$ cat src/rtl/keypad_entry.sv
// keypad_entry: 4x4 matrix keypad scanner with debounce,
// release lockout and 4-digit BCD operand entry.
module keypad_entry #(
   parameter int SCAN_DIV = 4,
   parameter int DEBOUNCE = 3
) (
   input  logic        clk,
   input  logic        reset,
   input  logic [3:0]  fil_codigo,
   output logic [3:0]  col_codigo,
   output logic [3:0]  key_code,
   output logic        key_valid,
   output logic [15:0] num_out,
   output logic        num_full,
   output logic [1:0]  op_code,
   output logic        op_valid,
   output logic        enter
);

   typedef enum logic [1:0] {
      ST_SCAN,
      ST_DEBOUNCE,
      ST_EMIT,
      ST_RELEASE
   } state_t;

   state_t      state, state_n;
   logic [7:0]  dwell, dwell_n;
   logic [3:0]  deb_cnt, deb_cnt_n;
   logic [1:0]  col_idx, col_idx_n;
   logic [1:0]  row_idx, row_idx_n;
   logic [2:0]  dig_cnt, dig_cnt_n;
   logic [15:0] num_n;
   logic [3:0]  key_code_n;
   logic [1:0]  op_code_n;

   logic [3:0]  rows_low;
   logic        single;
   logic [1:0]  row_hit;
   logic        tick;
   logic        deb_done;
   logic        go_emit;
   logic [3:0]  hit_code;

   function automatic logic [3:0] key_map(
      input logic [1:0] r,
      input logic [1:0] c
   );
      logic [3:0] code;
      case ({r, c})
         4'h0:    code = 4'd1;
         4'h1:    code = 4'd2;
         4'h2:    code = 4'd3;
         4'h3:    code = 4'd10;
         4'h4:    code = 4'd4;
         4'h5:    code = 4'd5;
         4'h6:    code = 4'd6;
         4'h7:    code = 4'd11;
         4'h8:    code = 4'd7;
         4'h9:    code = 4'd8;
         4'hA:    code = 4'd9;
         4'hB:    code = 4'd12;
         4'hC:    code = 4'd14;
         4'hD:    code = 4'd0;
         4'hE:    code = 4'd15;
         default: code = 4'd13;
      endcase
      return code;
   endfunction

   // Row sample decode: single-row detection and key lookup.
   always_comb begin
      rows_low = ~fil_codigo;
      single   = (rows_low != 4'd0) &&
                 ((rows_low & (rows_low - 4'd1)) == 4'd0);
      case (rows_low)
         4'b0010: row_hit = 2'd1;
         4'b0100: row_hit = 2'd2;
         4'b1000: row_hit = 2'd3;
         default: row_hit = 2'd0;
      endcase
      tick     = (dwell == 8'(SCAN_DIV - 1));
      deb_done = ({1'b0, deb_cnt} + 5'd1) >= 5'(DEBOUNCE);
      hit_code = key_map(row_hit, col_idx);
   end

   // Next state, scan position and entry action on acceptance.
   always_comb begin
      state_n    = state;
      dwell_n    = tick ? 8'd0 : dwell + 8'd1;
      deb_cnt_n  = deb_cnt;
      col_idx_n  = col_idx;
      row_idx_n  = row_idx;
      dig_cnt_n  = dig_cnt;
      num_n      = num_out;
      key_code_n = key_code;
      op_code_n  = op_code;
      go_emit    = 1'b0;
      case (state)
         ST_SCAN: begin
            if (tick) begin
               if (single) begin
                  row_idx_n = row_hit;
                  deb_cnt_n = 4'd1;
                  if (DEBOUNCE <= 1) go_emit = 1'b1;
                  else state_n = ST_DEBOUNCE;
               end else begin
                  col_idx_n = col_idx + 2'd1;
               end
            end
         end
         ST_DEBOUNCE: begin
            if (tick) begin
               if (single && row_hit == row_idx) begin
                  deb_cnt_n = deb_cnt + 4'd1;
                  if (deb_done) go_emit = 1'b1;
               end else begin
                  state_n   = ST_SCAN;
                  col_idx_n = col_idx + 2'd1;
                  deb_cnt_n = 4'd0;
               end
            end
         end
         ST_EMIT: begin
            state_n   = ST_RELEASE;
            dwell_n   = 8'd0;
            deb_cnt_n = 4'd0;
         end
         ST_RELEASE: begin
            if (tick) begin
               if (rows_low == 4'd0) begin
                  if (deb_done) begin
                     state_n   = ST_SCAN;
                     col_idx_n = col_idx + 2'd1;
                     deb_cnt_n = 4'd0;
                  end else begin
                     deb_cnt_n = deb_cnt + 4'd1;
                  end
               end else begin
                  deb_cnt_n = 4'd0;
               end
            end
         end
         default: state_n = ST_SCAN;
      endcase
      if (go_emit) begin
         state_n    = ST_EMIT;
         key_code_n = hit_code;
         if (hit_code <= 4'd9) begin
            if (dig_cnt < 3'd4) begin
               num_n     = {num_out[11:0], hit_code};
               dig_cnt_n = dig_cnt + 3'd1;
            end
         end else if (hit_code == 4'd14) begin
            num_n     = 16'd0;
            dig_cnt_n = 3'd0;
         end else if (hit_code != 4'd15) begin
            op_code_n = 2'(hit_code - 4'd10);
         end
      end
   end

   // State and datapath registers; reset drops any pending key.
   always_ff @(posedge clk) begin
      if (reset) begin
         state    <= ST_SCAN;
         dwell    <= 8'd0;
         deb_cnt  <= 4'd0;
         col_idx  <= 2'd0;
         row_idx  <= 2'd0;
         dig_cnt  <= 3'd0;
         num_out  <= 16'd0;
         key_code <= 4'd0;
         op_code  <= 2'd0;
      end else begin
         state    <= state_n;
         dwell    <= dwell_n;
         deb_cnt  <= deb_cnt_n;
         col_idx  <= col_idx_n;
         row_idx  <= row_idx_n;
         dig_cnt  <= dig_cnt_n;
         num_out  <= num_n;
         key_code <= key_code_n;
         op_code  <= op_code_n;
      end
   end

   // Column drive and pulses; pulses exist only in EMIT.
   always_comb begin
      col_codigo = ~(4'b0001 << col_idx);
      key_valid  = (state == ST_EMIT);
      op_valid   = key_valid && key_code >= 4'd10 &&
                   key_code <= 4'd13;
      enter      = key_valid && key_code == 4'd15;
      num_full   = (dig_cnt == 3'd4);
   end

endmodule

$ cat config.mk
export PLATFORM = sky130hd
export DESIGN_NAME = keypad_entry
export DESIGN_NICKNAME = d
export VERILOG_FILES = /design/src/rtl/keypad_entry.sv
export SDC_FILE = /design/constraint.sdc
export NUM_CORES = 1
export LEC_CHECK = 0
export BUFFER_PORTS_ARGS = -buffer_cell sky130_fd_sc_hd__buf_2
export CORE_UTILIZATION = 45
export DETAILED_ROUTE_END_ITERATION = 12
export HOLD_SLACK_MARGIN = 0.03
export PLACE_DENSITY = 0.62
export REMOVE_ABC_BUFFERS = 1
export SYNTH_ARGS = -nofsm -noshare
export SYNTH_HDL_FRONTEND = slang
export SYNTH_SLANG_ARGS = --single-unit
export TNS_END_PERCENT = 30
$ cat constraint.sdc
create_clock -name clk -period 2.5 [get_ports clk]
set_input_delay 0.25 -clock clk [delete_from_list [all_inputs] [get_ports clk]]
set_output_delay 0.25 -clock clk [all_outputs]
set_load 0.05 [all_outputs]
# ---- Word-level counts from Yosys, hierarchy flattened
# Memory sizes are Yosys's and may differ from the RTL's.
# Index checks and enable logic that the tools add are counted.
# W data, S select, Z words.
dict set report word_totals {
  mem_bits_ro 64
  mem_bits_rw 0
  elab_cells 113
  latchBits 0
  mem_count 1
  in_bits 6
  out_inout_bits 30
  ff_bits 43
}
dict set report classes {
  n_mux 36
  div_mod_pow 0
  n_shift 1
  n_addsub 7
  bitwise 5
  n_lt_le_gt_ge 5
  eq_ne 28
  mul 0
  reduce_logical 20
}
# name words width read_ports rd_ports_with_merged_regs wr line_no
set mem_list {}
lappend mem_list {{(name not given)} 16 4 1 0 0 50} ;# case ({r, c})
# operator n
set ops {}
lappend ops {{$mux W16} 3}
lappend ops {{$mux W2} 15}
lappend ops {{$mux W4} 7}
lappend ops {{$ne A3 B3 Y1 const B} 7}
lappend ops {{$ne A2 B2 Y1 const B} 8}
lappend ops {{$pmux W4 S4} 1}
lappend ops {{$reduce_and A7 Y1} 2}
lappend ops {{$eq A4 B4 Y1 const B} 3}
lappend ops {{$pmux W2 S3} 2}
lappend ops {{$mux W3} 3}
lappend ops {{$add A8 B1 Y8 const B} 1}
lappend ops {{$eq A8 B2 Y1 const B} 1}
lappend ops {{$le A4 B4 Y1 const B} 2}
lappend ops {{$logic_not A4 Y1} 2}
lappend ops {{$not A4 Y4} 2}
lappend ops {{$pmux W2 S4} 1}
lappend ops {{$reduce_and A4 Y1} 2}
lappend ops {{$reduce_and A8 Y1} 1}
lappend ops {{$reduce_and A3 Y1} 2}
lappend ops {{$add A4 B1 Y5 const B} 1}
lappend ops {{$ge A5 B2 Y1 const B} 1}
lappend ops {{$logic_and A1 B1 Y1} 5}
lappend ops {{$add A4 B1 Y4 const B} 1}
lappend ops {{$and A4 B4 Y4} 1}
lappend ops {{23 further kinds} 28}

# ---- Depth between registers and ports, before layout
# Gate-level depths: netlist of the first run.
dict set report depth {
  ltp_word 11
  mapped_depth 10
  ltp_nobuf 8
}

# ---- Least setup slack after synthesis of the first run
# Ideal clock, no wire load.
dict set report synth_timing {
  path_kind {register -> register}
  from {register col_idx[0]}
  to {register dig_cnt[0]}
  stages_incl_launch_ff 9
  arrival_ps 2344
  required_time_ps 2379
  n_path_buf 0
  synth_period_minus_slack_ps 2465
  setup_time_ps 121
  setup_slack_ps 35
  cell_sequence {dfxtp_1 inv_1 ha_1 inv_1 nor2_1 o32a_4 nand3b_4 o22ai_4 mux2_4}
}
dict set report synth_between {
  elab_chain_len 4
  elab_cells_between_ends 7
  cone_classes {1 x order compare; 2 x eq/ne; 1 x mux; 2 x reduce/logical; 1 x memory}
}
# element line_no
set synth_lines {}
lappend synth_lines {{from (decl)} 30} ;# logic [1:0] col_idx, col_idx_n;
lappend synth_lines {{from (signal assigned)} 179} ;# col_idx <= col_idx_n;
lappend synth_lines {{$mem_v2 Z16 W4 (*)} -}
lappend synth_lines {{$le A4 B4 Y1 / $eq A4 B4 Y1 (equally long branches)} {149, 154}}
lappend synth_lines {{$ne A2 B1 Y1 (no source line) / $reduce_bool A2 Y1 (equally long branches)} -}
lappend synth_lines {{$reduce_and A3 Y1 (no source line)} -}
lappend synth_lines {{to (signal assigned)} 181} ;# dig_cnt <= dig_cnt_n;
lappend synth_lines {{to (decl)} 32} ;# logic [2:0] dig_cnt, dig_cnt_n;
# Mark *: on every way between the ends. The rest lies on a longest branch, timed or not.
# A chain may end at the register's enable or synchronous reset.

# ---- Worst setup path in the final report of the first run
dict set report layout_timing {
  from {register deb_cnt[0]}
  to {register col_idx[1]}
}
dict set report layout_between {
  elab_chain_len 4
}
# element line_no
set layout_lines {}
lappend layout_lines {{from (decl)} 29} ;# logic [3:0] deb_cnt, deb_cnt_n;
lappend layout_lines {{from (signal assigned)} 178} ;# deb_cnt <= deb_cnt_n;
lappend layout_lines {{$add A4 B1 Y5} 83} ;# deb_done = ({1'b0, deb_cnt} + 5'd1) >= 5'(DEBOUNCE);
lappend layout_lines {{$ge A5 B2 Y1} 83}
lappend layout_lines {{$ne A2 B2 Y1 (no source line)} -}
lappend layout_lines {{$reduce_and A8 Y1 (no source line)} -}
# No other way between the ends.

==> results by group, run 1 <==
Layout
  • Area Overhead vs Synth: 16.6%
  • Footprint of the multi-input gates: 0.00146 mm2
  • Post-layout nets: 335
  • Non-filler cells in the finished layout: 390
  • Sequential cell area: 861 um2
  • Design area: 0.00291 mm2
  • Core utilization of the finished layout: 55.8%
  • Share of layout cells above drive strength 1: 25.6%
  • # diodes: 0
  • Filler instances: 514

Critical path
  • Critical Path Sink Type: flop
  • WP data arrival: 2.44 ns
  • Kind of launch point of the worst setup path: flop
  • R2r worst-path depth: 8
  • Kind of critical path: flop to flop
  • Startpoint of the worst-slack reg-to-reg timing path: deb_cnt[0]
  • Critical path fanouts, max: 7
  • Register-to-register setup slack: 0.22 ns
  • Critical path data required time: 2.66 ns
  • Capture point of the worst reg-to-reg path: col_idx[1]

Die
  • Floorplan die area: 0.00584 mm2
  • Horizontal die dimension: 76.4 um
  • Number of rows created at floorplan: 26
  • Count of boundary I/O pins: 36
  • Die Y-Extent: 76.4 um
  • Initial cell density of the core: 47.9%
  • Area inside the core boundary: 0.00520 mm2

Detailed routing
  • Total Wirelength: 4910 um
  • Vias per Instance: 5.37
  • DRC violation count after routing: 0
  • Number of iterations in the first detailed-routing pass: 4
  • Detailed-route via count: 2,095
  • Number of antenna-violating nets in the routed design: 0
  • First DRT Iteration DRCs: 62
  • Average wire per cell in the routed design: 12.6 um

Placement
  • Placed wire-length estimate after detailed placement: 3650 um
  • Post-DP Area: 0.00277 mm2
  • RD Place Congestion: 0.791
  • Number of cells in the design after placement: 382
  • Count of input and output buffers: 35

STA
  • Rel. slew slack: 55.9%
  • Fmax: 439 MHz
  • Post-layout minimum cycle time: 2.28 ns
  • Number of hold violations in the final report: 0
  • Final worst hold slack: 0.471 ns
  • Unrepaired setup endpoints after global routing: no
  • Clk_skew: 0.00405 ns
  • Final setup violating endpoints: 0
  • Fin Setup TNS: 0 ns
  • Slew @ Worst Pin: 0.662 ns
  • Fin. max-slew vios: 0
  • Period utilisation layout: 91.2%

Logic synthesis
  • Number of instances in the synthesized netlist: 278
  • Per-instance average area after synthesis: 8.97 um2
  • Warnings, synthesis: 0
  • Post-synthesis sequential area ratio: 34.5%
  • Number of distinct library cells after synthesis: 64
  • Synthesized cell area: 0.00249 mm2
  • Most used flip-flop cell after synthesis: sky130_fd_sc_hd__dfxtp_1
  • Number of storage elements in the synthesis netlist: 43
  • Share of flip-flops with an asynchronous set or reset after synthesis: 0%
  • Post-synth EDFFs: 0

Power and ir drop
  • Sequential share of power: 47.3%
  • Part of the power in combinational logic: 10.0%
  • Proportion of power drawn by the clock network: 42.7%
  • Pint: 1.15 mW
  • Power density relative to cell area: 510 mW/mm2
  • Switching power: 0.331 mW
  • Peak VDD IR: 0.250 mV
  • Net switching fraction of the power: 22.3%
  • Static Leak: 1.21 nW

Clocking
  • CTS tree: done
  • Cell at the root of the clock tree: sky130_fd_sc_hd__clkbuf_8
  • Clock-pin slew on the worst setup and hold paths: 0.08 ns
  • Largest buffer count on any clock path: 2
  • Total of hold buffers inserted after clock tree synthesis: 0
  • Insertion delay of the later-clocked pin in the worst-skew pair: 0.29 ns
  • Cts bufs inserted: 5
  • Level count of the clock H-tree: 2
  • Sinks on Clock Net: 43

Global route
  • Total global routing overflow: 0
  • Total routing usage reported by global routing: 17.9%
  • Pin count of the biggest net entering global routing: 43
  • Initial antenna violation count: 0
  • Via count of the first global-routing pass: 1,846
  • Wire length of the first global-routing pass: 8470 um

Worst hold path
  • Depth of the worst hold-timing path: 2
  • Path category of the worst min-delay check: primary input to flop
  • Hold Crit Start: reset
  • Worst Hold Path EP: row_idx[1]

Run status
  • Run status: finished clean

Job
  • Max-cap viol count: 0
-- power by group through the flow --
| stage | Sequential (mW) | Combinational, mW | Clock, mW |
|---|---|---|---|
| 2_1_floorplan | 0.716 | 0.0962 | 0 |
| 3_3_place_gp | 0.717 | 0.149 | 0 |
| 3_5_place_dp | 0.717 | 0.149 | 0 |
| 4_1_cts | 0.701 | 0.149 | 0.648 |
| 5_1_grt | 0.703 | 0.164 | 0.684 |
| 6_report | 0.701 | 0.148 | 0.633 |
-- flip-flops by register name, summed over array words and instances (netlist names) --
register	flops
op_code	2
deb_cnt	4
row_idx	2
dig_cnt	3
num_out	16
dwell	8
col_idx	2
state	2
key_code	4
-- worst max-delay path, cell delays in order (launching register included) --
cell                        delay [ns]
sky130_fd_sc_hd__dfxtp_1          0.45
sky130_fd_sc_hd__ha_1             0.22
sky130_fd_sc_hd__a21bo_1          0.22
sky130_fd_sc_hd__a2111oi_2        0.40
sky130_fd_sc_hd__buf_4            0.19
sky130_fd_sc_hd__o311ai_0         0.13
sky130_fd_sc_hd__o2111ai_1        0.26
sky130_fd_sc_hd__mux2i_1          0.24
sky130_fd_sc_hd__nor2_1           0.05
-- layout make-up --
class	count	area share, %
multi-input combinational	199	50.1
sequential	43	29.6
timing repair buffer	48	9.82
tap	70	3.01
inverter	22	2.84
clock buffer	6	2.50
clock inverter	2	2.07
-- logic make-up (layout without fill, tap and decap cells) --
group	count (synthesis)	count (layout)	synth area share, %
and+or+nand+nor	113	113	24.9
AOI/OAI and AO/OA	56	56	20.3
DFF	43	43	34.5
buffers and inverters	36	78	7.18
xor gates and xnor gates	11	11	4.17
adders and majority gates	10	10	5.02
muxes	9	9	3.82
-- worst max path at each step --
| stage | cells past startpoint | slack, ns | startpoint | end |
|---|---|---|---|---|
| after floorplan | 8 | -0.12 | col_idx[0] | dig_cnt[0] |
| after global placement | 7 | 0.09 | deb_cnt[0] | num_out[12] |
| after detailed placement | 7 | 0.03 | deb_cnt[0] | dig_cnt[1] |
| after CTS | 7 | 0.02 | deb_cnt[0] | dig_cnt[1] |
| after global routing | 8 | 0.008 | deb_cnt[0] | deb_cnt[2] |
| final | 8 | 0.22 | deb_cnt[0] | col_idx[1] |
-- Yosys cell counts, types with 3 or more instances --
cell type,instances,share of area (%)
sky130_fd_sc_hd__a211oi_1,7,2.1
sky130_fd_sc_hd__nor2b_1,4,1.0
sky130_fd_sc_hd__xnor2_1,5,1.8
sky130_fd_sc_hd__a31oi_1,3,0.75
sky130_fd_sc_hd__clkbuf_1,7,1.1
sky130_fd_sc_hd__nor2_1,31,4.7
sky130_fd_sc_hd__a21oi_1,8,1.6
sky130_fd_sc_hd__ha_1,10,5.0
sky130_fd_sc_hd__mux2i_1,8,3.2
sky130_fd_sc_hd__nor3_1,3,0.60
sky130_fd_sc_hd__xor2_1,5,1.8
sky130_fd_sc_hd__o22ai_2,6,3.0
sky130_fd_sc_hd__nand2_1,14,2.1
sky130_fd_sc_hd__dfxtp_1,43,35
sky130_fd_sc_hd__nand3_1,13,2.6
sky130_fd_sc_hd__o32ai_1,5,1.8
sky130_fd_sc_hd__nand2b_1,17,4.3
sky130_fd_sc_hd__inv_1,22,3.3
sky130_fd_sc_hd__o22ai_1,4,1.0
sky130_fd_sc_hd__or3_1,5,1.3
sky130_fd_sc_hd__or2_2,3,0.75
sky130_fd_sc_hd__nor3b_1,3,0.90
-- layout by cell type, fill, tap and decap left out, types with 4 or more instances in the layout --
cell type / count
sky130_fd_sc_hd__xnor2_1: 5
sky130_fd_sc_hd__mux2i_1: 8
sky130_fd_sc_hd__ha_1: 10
sky130_fd_sc_hd__or3_1: 5
sky130_fd_sc_hd__buf_2: 35
sky130_fd_sc_hd__nor2_1: 31
sky130_fd_sc_hd__a21oi_1: 8
sky130_fd_sc_hd__clkbuf_8: 5
sky130_fd_sc_hd__inv_1: 22
sky130_fd_sc_hd__nand3_1: 13
sky130_fd_sc_hd__nand2_1: 14
sky130_fd_sc_hd__buf_4: 12
sky130_fd_sc_hd__xor2_1: 5
sky130_fd_sc_hd__o32ai_1: 5
sky130_fd_sc_hd__o22ai_2: 6
sky130_fd_sc_hd__dfxtp_1: 43
sky130_fd_sc_hd__o22ai_1: 4
sky130_fd_sc_hd__nand2b_1: 17
sky130_fd_sc_hd__a211oi_1: 7
sky130_fd_sc_hd__nor2b_1: 4
-- per-layer routing --
metal	GRT usage [%]	vias to the layer above	share of wire (%)
met4	8.08	0	1.7
met2	29.0	44	46
li1	-	1068	-
met5	0	-	0
met3	3.35	9	4.2
met1	23.0	974	48
-- timing repair --
action / in CTS / in global routing
setup endpoints to repair: 0 / 13
gates resized for setup: 0 / 2
buffers inserted: 0 / 0
-- metrics by stage --
stage | setup WS [ns] | total power [mW]
global route | 0.00831 | 1.55
finish | 0.220 | 1.48
CTS | 0.0155 | 1.50
detailed placement | 0.0277 | 0.866
floorplan | -0.121 | 0.812
global placement | 0.0856 | 0.866
Power figures use the tool's default switching activity.
==> run 2, diff against run 1 <==
Settings changed: CORE_UTILIZATION 45 to 57, PLACE_DENSITY 0.62 to 0.77.
==> results by group, run 2 (same netlist as run 1, synthesis figures left out) <==
Run status
  • Run status: finished clean

Worst hold path
  • Hold Crit Start: reset
  • Path category of the worst min-delay check: primary input to flop

Die
  • Area inside the core boundary: 0.00409 mm2 (-21%)
  • Floorplan die area: 0.00464 mm2 (-21%)
  • Count of boundary I/O pins: 36 (unchanged)
  • Initial cell density of the core: 61.0% (+13 points)
  • Number of rows created at floorplan: 23 (-12%)
  • Die Y-Extent: 68.1 um (-11%)
  • Horizontal die dimension: 68.1 um (-11%)

Layout
  • Filler instances: 334 (-35%)
  • Number of flip-flops under the largest register name: 16 (unchanged)
  • Leading registers by flop count: num_out: 16 flops, dwell: 8 flops
  • # diodes: 0 (unchanged)
  • Register name with the most flops: num_out
  • Area Overhead vs Synth: 13.6%
  • Leading cell type in the layout, fill and taps excluded: sky130_fd_sc_hd__dfxtp_1
  • Highest-count cells in the layout ignoring fill and taps: sky130_fd_sc_hd__dfxtp_1 (42), sky130_fd_sc_hd__buf_2 (35), sky130_fd_sc_hd__nor2_1 (30)
  • Share of layout cells above drive strength 1: 25.3% (-0.31 points)
  • Post-layout nets: 331 (-1.2%)
  • Core utilization of the finished layout: 69.3% (+13 points)
  • Design area: 0.00283 mm2 (-2.5%)

Critical path
  • Kind of launch point of the worst setup path: flop
  • Critical path data required time: 2.70 ns (+0.04 ns)
  • WP data arrival: 2.51 ns (+0.07 ns)
  • Kind of critical path: flop to flop
  • Critical path fanouts, max: 13 (+6)
  • Critical Path Sink Type: flop
  • Startpoint of the worst-slack reg-to-reg timing path: col_idx[0]
  • Critical path startpoint: col_idx[0]

Placement
  • Count of input and output buffers: 35 (unchanged)
  • RD Place Congestion: 0.889 (+12%)
  • Placed wire-length estimate after detailed placement: 3540 um (-3.0%)
  • Post-DP Area: 0.00271 mm2 (-2.0%)

Power and ir drop
  • Final Power: 1.39 mW (-6.2%)
  • Pint: 1.05 mW (-9.0%)
  • Peak VDD IR: 0.244 mV (-2.2%)
  • Power density relative to cell area: 491 mW/mm2 (-3.8%)
  • Static Leak: 1.18 nW (-2.4%)
  • Part of the power in combinational logic: 10.4% (+0.4 points)
  • Net switching fraction of the power: 24.7% (+2.3 points)
  • Sequential share of power: 50.5% (+3.2 points)
  • Switching power: 0.342 mW (+3.6%)
  • Proportion of power drawn by the clock network: 39.0% (-3.7 points)

Detailed routing
  • Number of iterations in the first detailed-routing pass: 4 (unchanged)
  • Detailed route wirelength on metal2: 2220 um (-1.2%)
  • Vias per Instance: 5.60 (+4.3%)
  • Highest layer used for signal routing: met4
  • DRC violation count after routing: 0 (unchanged)
  • Detailed-route via count: 2,050 (-2.1%)
  • Met3 WL post-DR: 222 um (+6.7%)
  • First DRT Iteration DRCs: 119 (+92%)
  • Total Wirelength: 4880 um (-0.53%)
  • Met1 layer wirelength in the final routing: 2380 um (+0.38%)
  • Average wire per cell in the routed design: 13.3 um (+6.0%)
  • Number of antenna-violating nets in the routed design: 0 (unchanged)

STA
  • Unrepaired setup endpoints after global routing: no
  • Fin Setup TNS: 0 ns (unchanged)
  • Fin. max-slew vios: 0 (unchanged)
  • Fmax: 432 MHz (-1.6%)
  • Final worst hold slack: 0.461 ns (-0.00977 ns)
  • Period utilisation layout: 92.6% (+1.5 points)
  • Post-layout minimum cycle time: 2.32 ns (+0.0363 ns)
  • Clk_skew: 0.00669 ns (+0.00264 ns)
  • Rel. slew slack: 56.3% (+0.44 points)
  • Final setup violating endpoints: 0 (unchanged)
  • Number of hold violations in the final report: 0 (unchanged)
  • Slew @ Worst Pin: 0.655 ns (-0.00653 ns)

Clocking
  • Largest buffer count on any clock path: 2 (unchanged)
  • Cell at the root of the clock tree: sky130_fd_sc_hd__clkbuf_8
  • Insertion delay of the later-clocked pin in the worst-skew pair: 0.30 ns (about the same)
  • Cts bufs inserted: 5 (unchanged)
  • CTS tree: done
  • Level count of the clock H-tree: 2 (unchanged)
  • Sinks on Clock Net: 43 (unchanged)
  • Clock-pin slew on the worst setup and hold paths: 0.08 ns (about the same)
  • Post CTS Setup Buffer Count: 0 (unchanged)

Global route
  • Total routing usage reported by global routing: 22.9% (+5.0 points)
  • Initial antenna violation count: 0 (unchanged)
  • Via count of the first global-routing pass: 1,780 (-3.6%)
  • Wire length of the first global-routing pass: 7960 um (-6.0%)
  • Total global routing overflow: 0 (unchanged)
  • Pin count of the biggest net entering global routing: 43 (unchanged)

Job
  • Max-cap viol count: 0 (unchanged)
==> run 2: power groups by stage <==
stage | Combinational [mW] | Clock (mW) | Sequential (mW)
floorplan | 0.0962 | 0 | 0.716
finish | 0.145 | 0.542 | 0.702
CTS | 0.144 | 0.559 | 0.702
detailed placement | 0.143 | 0 | 0.718
global route | 0.158 | 0.586 | 0.704
global placement | 0.142 | 0 | 0.718
==> run 2: worst paths after layout <==
kind	to	slack, ns	cells past startpoint
hold / removal	col_idx[1]	0.46	2
hold reg to reg	num_out[15]	0.47	2
setup reg to reg	num_out[13]	0.18	8
setup / recovery	num_out[13]	0.18	8
==> run 2: cell type report <==
cell class              count  area [um2]  share of cell area, %
well taps                  50        62.6                   2.21
clock inverters             3        43.8                   1.55
flip-flops and latches     43         862                   30.4
clock buffers               5        68.8                   2.43
repair buffers             44         255                   9.01
multi-input cells         199        1460                   51.4
inverters                  22        82.6                   2.92
==> run 2: metrics by stage <==
step / worst slack (ns) / instances
global placement: 0.192 / 358
finish: 0.184 / 366
global route: 0.0133 / 366
CTS: 0.0711 / 366
detailed placement: 0.0791 / 358
floorplan: -0.121 / 264
==> run 2: timing repair <==
action                                  in CTS  in global routing
gates resized for setup                      0                  4
endpoints found under the setup margin       0                 18
hold buffers                                 0                  0
==> run 2: critical path, cell delays in order (launching register included) <==
cell and delay (ns):
sky130_fd_sc_hd__dfxtp_1 0.37, sky130_fd_sc_hd__inv_1 0.16, sky130_fd_sc_hd__ha_1 0.23, sky130_fd_sc_hd__nand2b_1 0.12, sky130_fd_sc_hd__a21oi_1 0.07, sky130_fd_sc_hd__o32a_4 0.44, sky130_fd_sc_hd__nand3b_4 0.19, sky130_fd_sc_hd__a211o_2 0.49
sky130_fd_sc_hd__o32ai_1 0.16
==> run 2: layer usage <==
layer | vias to the layer above | global-route usage [%]
li1 | 1052 | -
met1 | 932 | 28.5
met2 | 57 | 37.5
met3 | 9 | 5.67
met4 | 0 | 9.38
met5 | - | 0
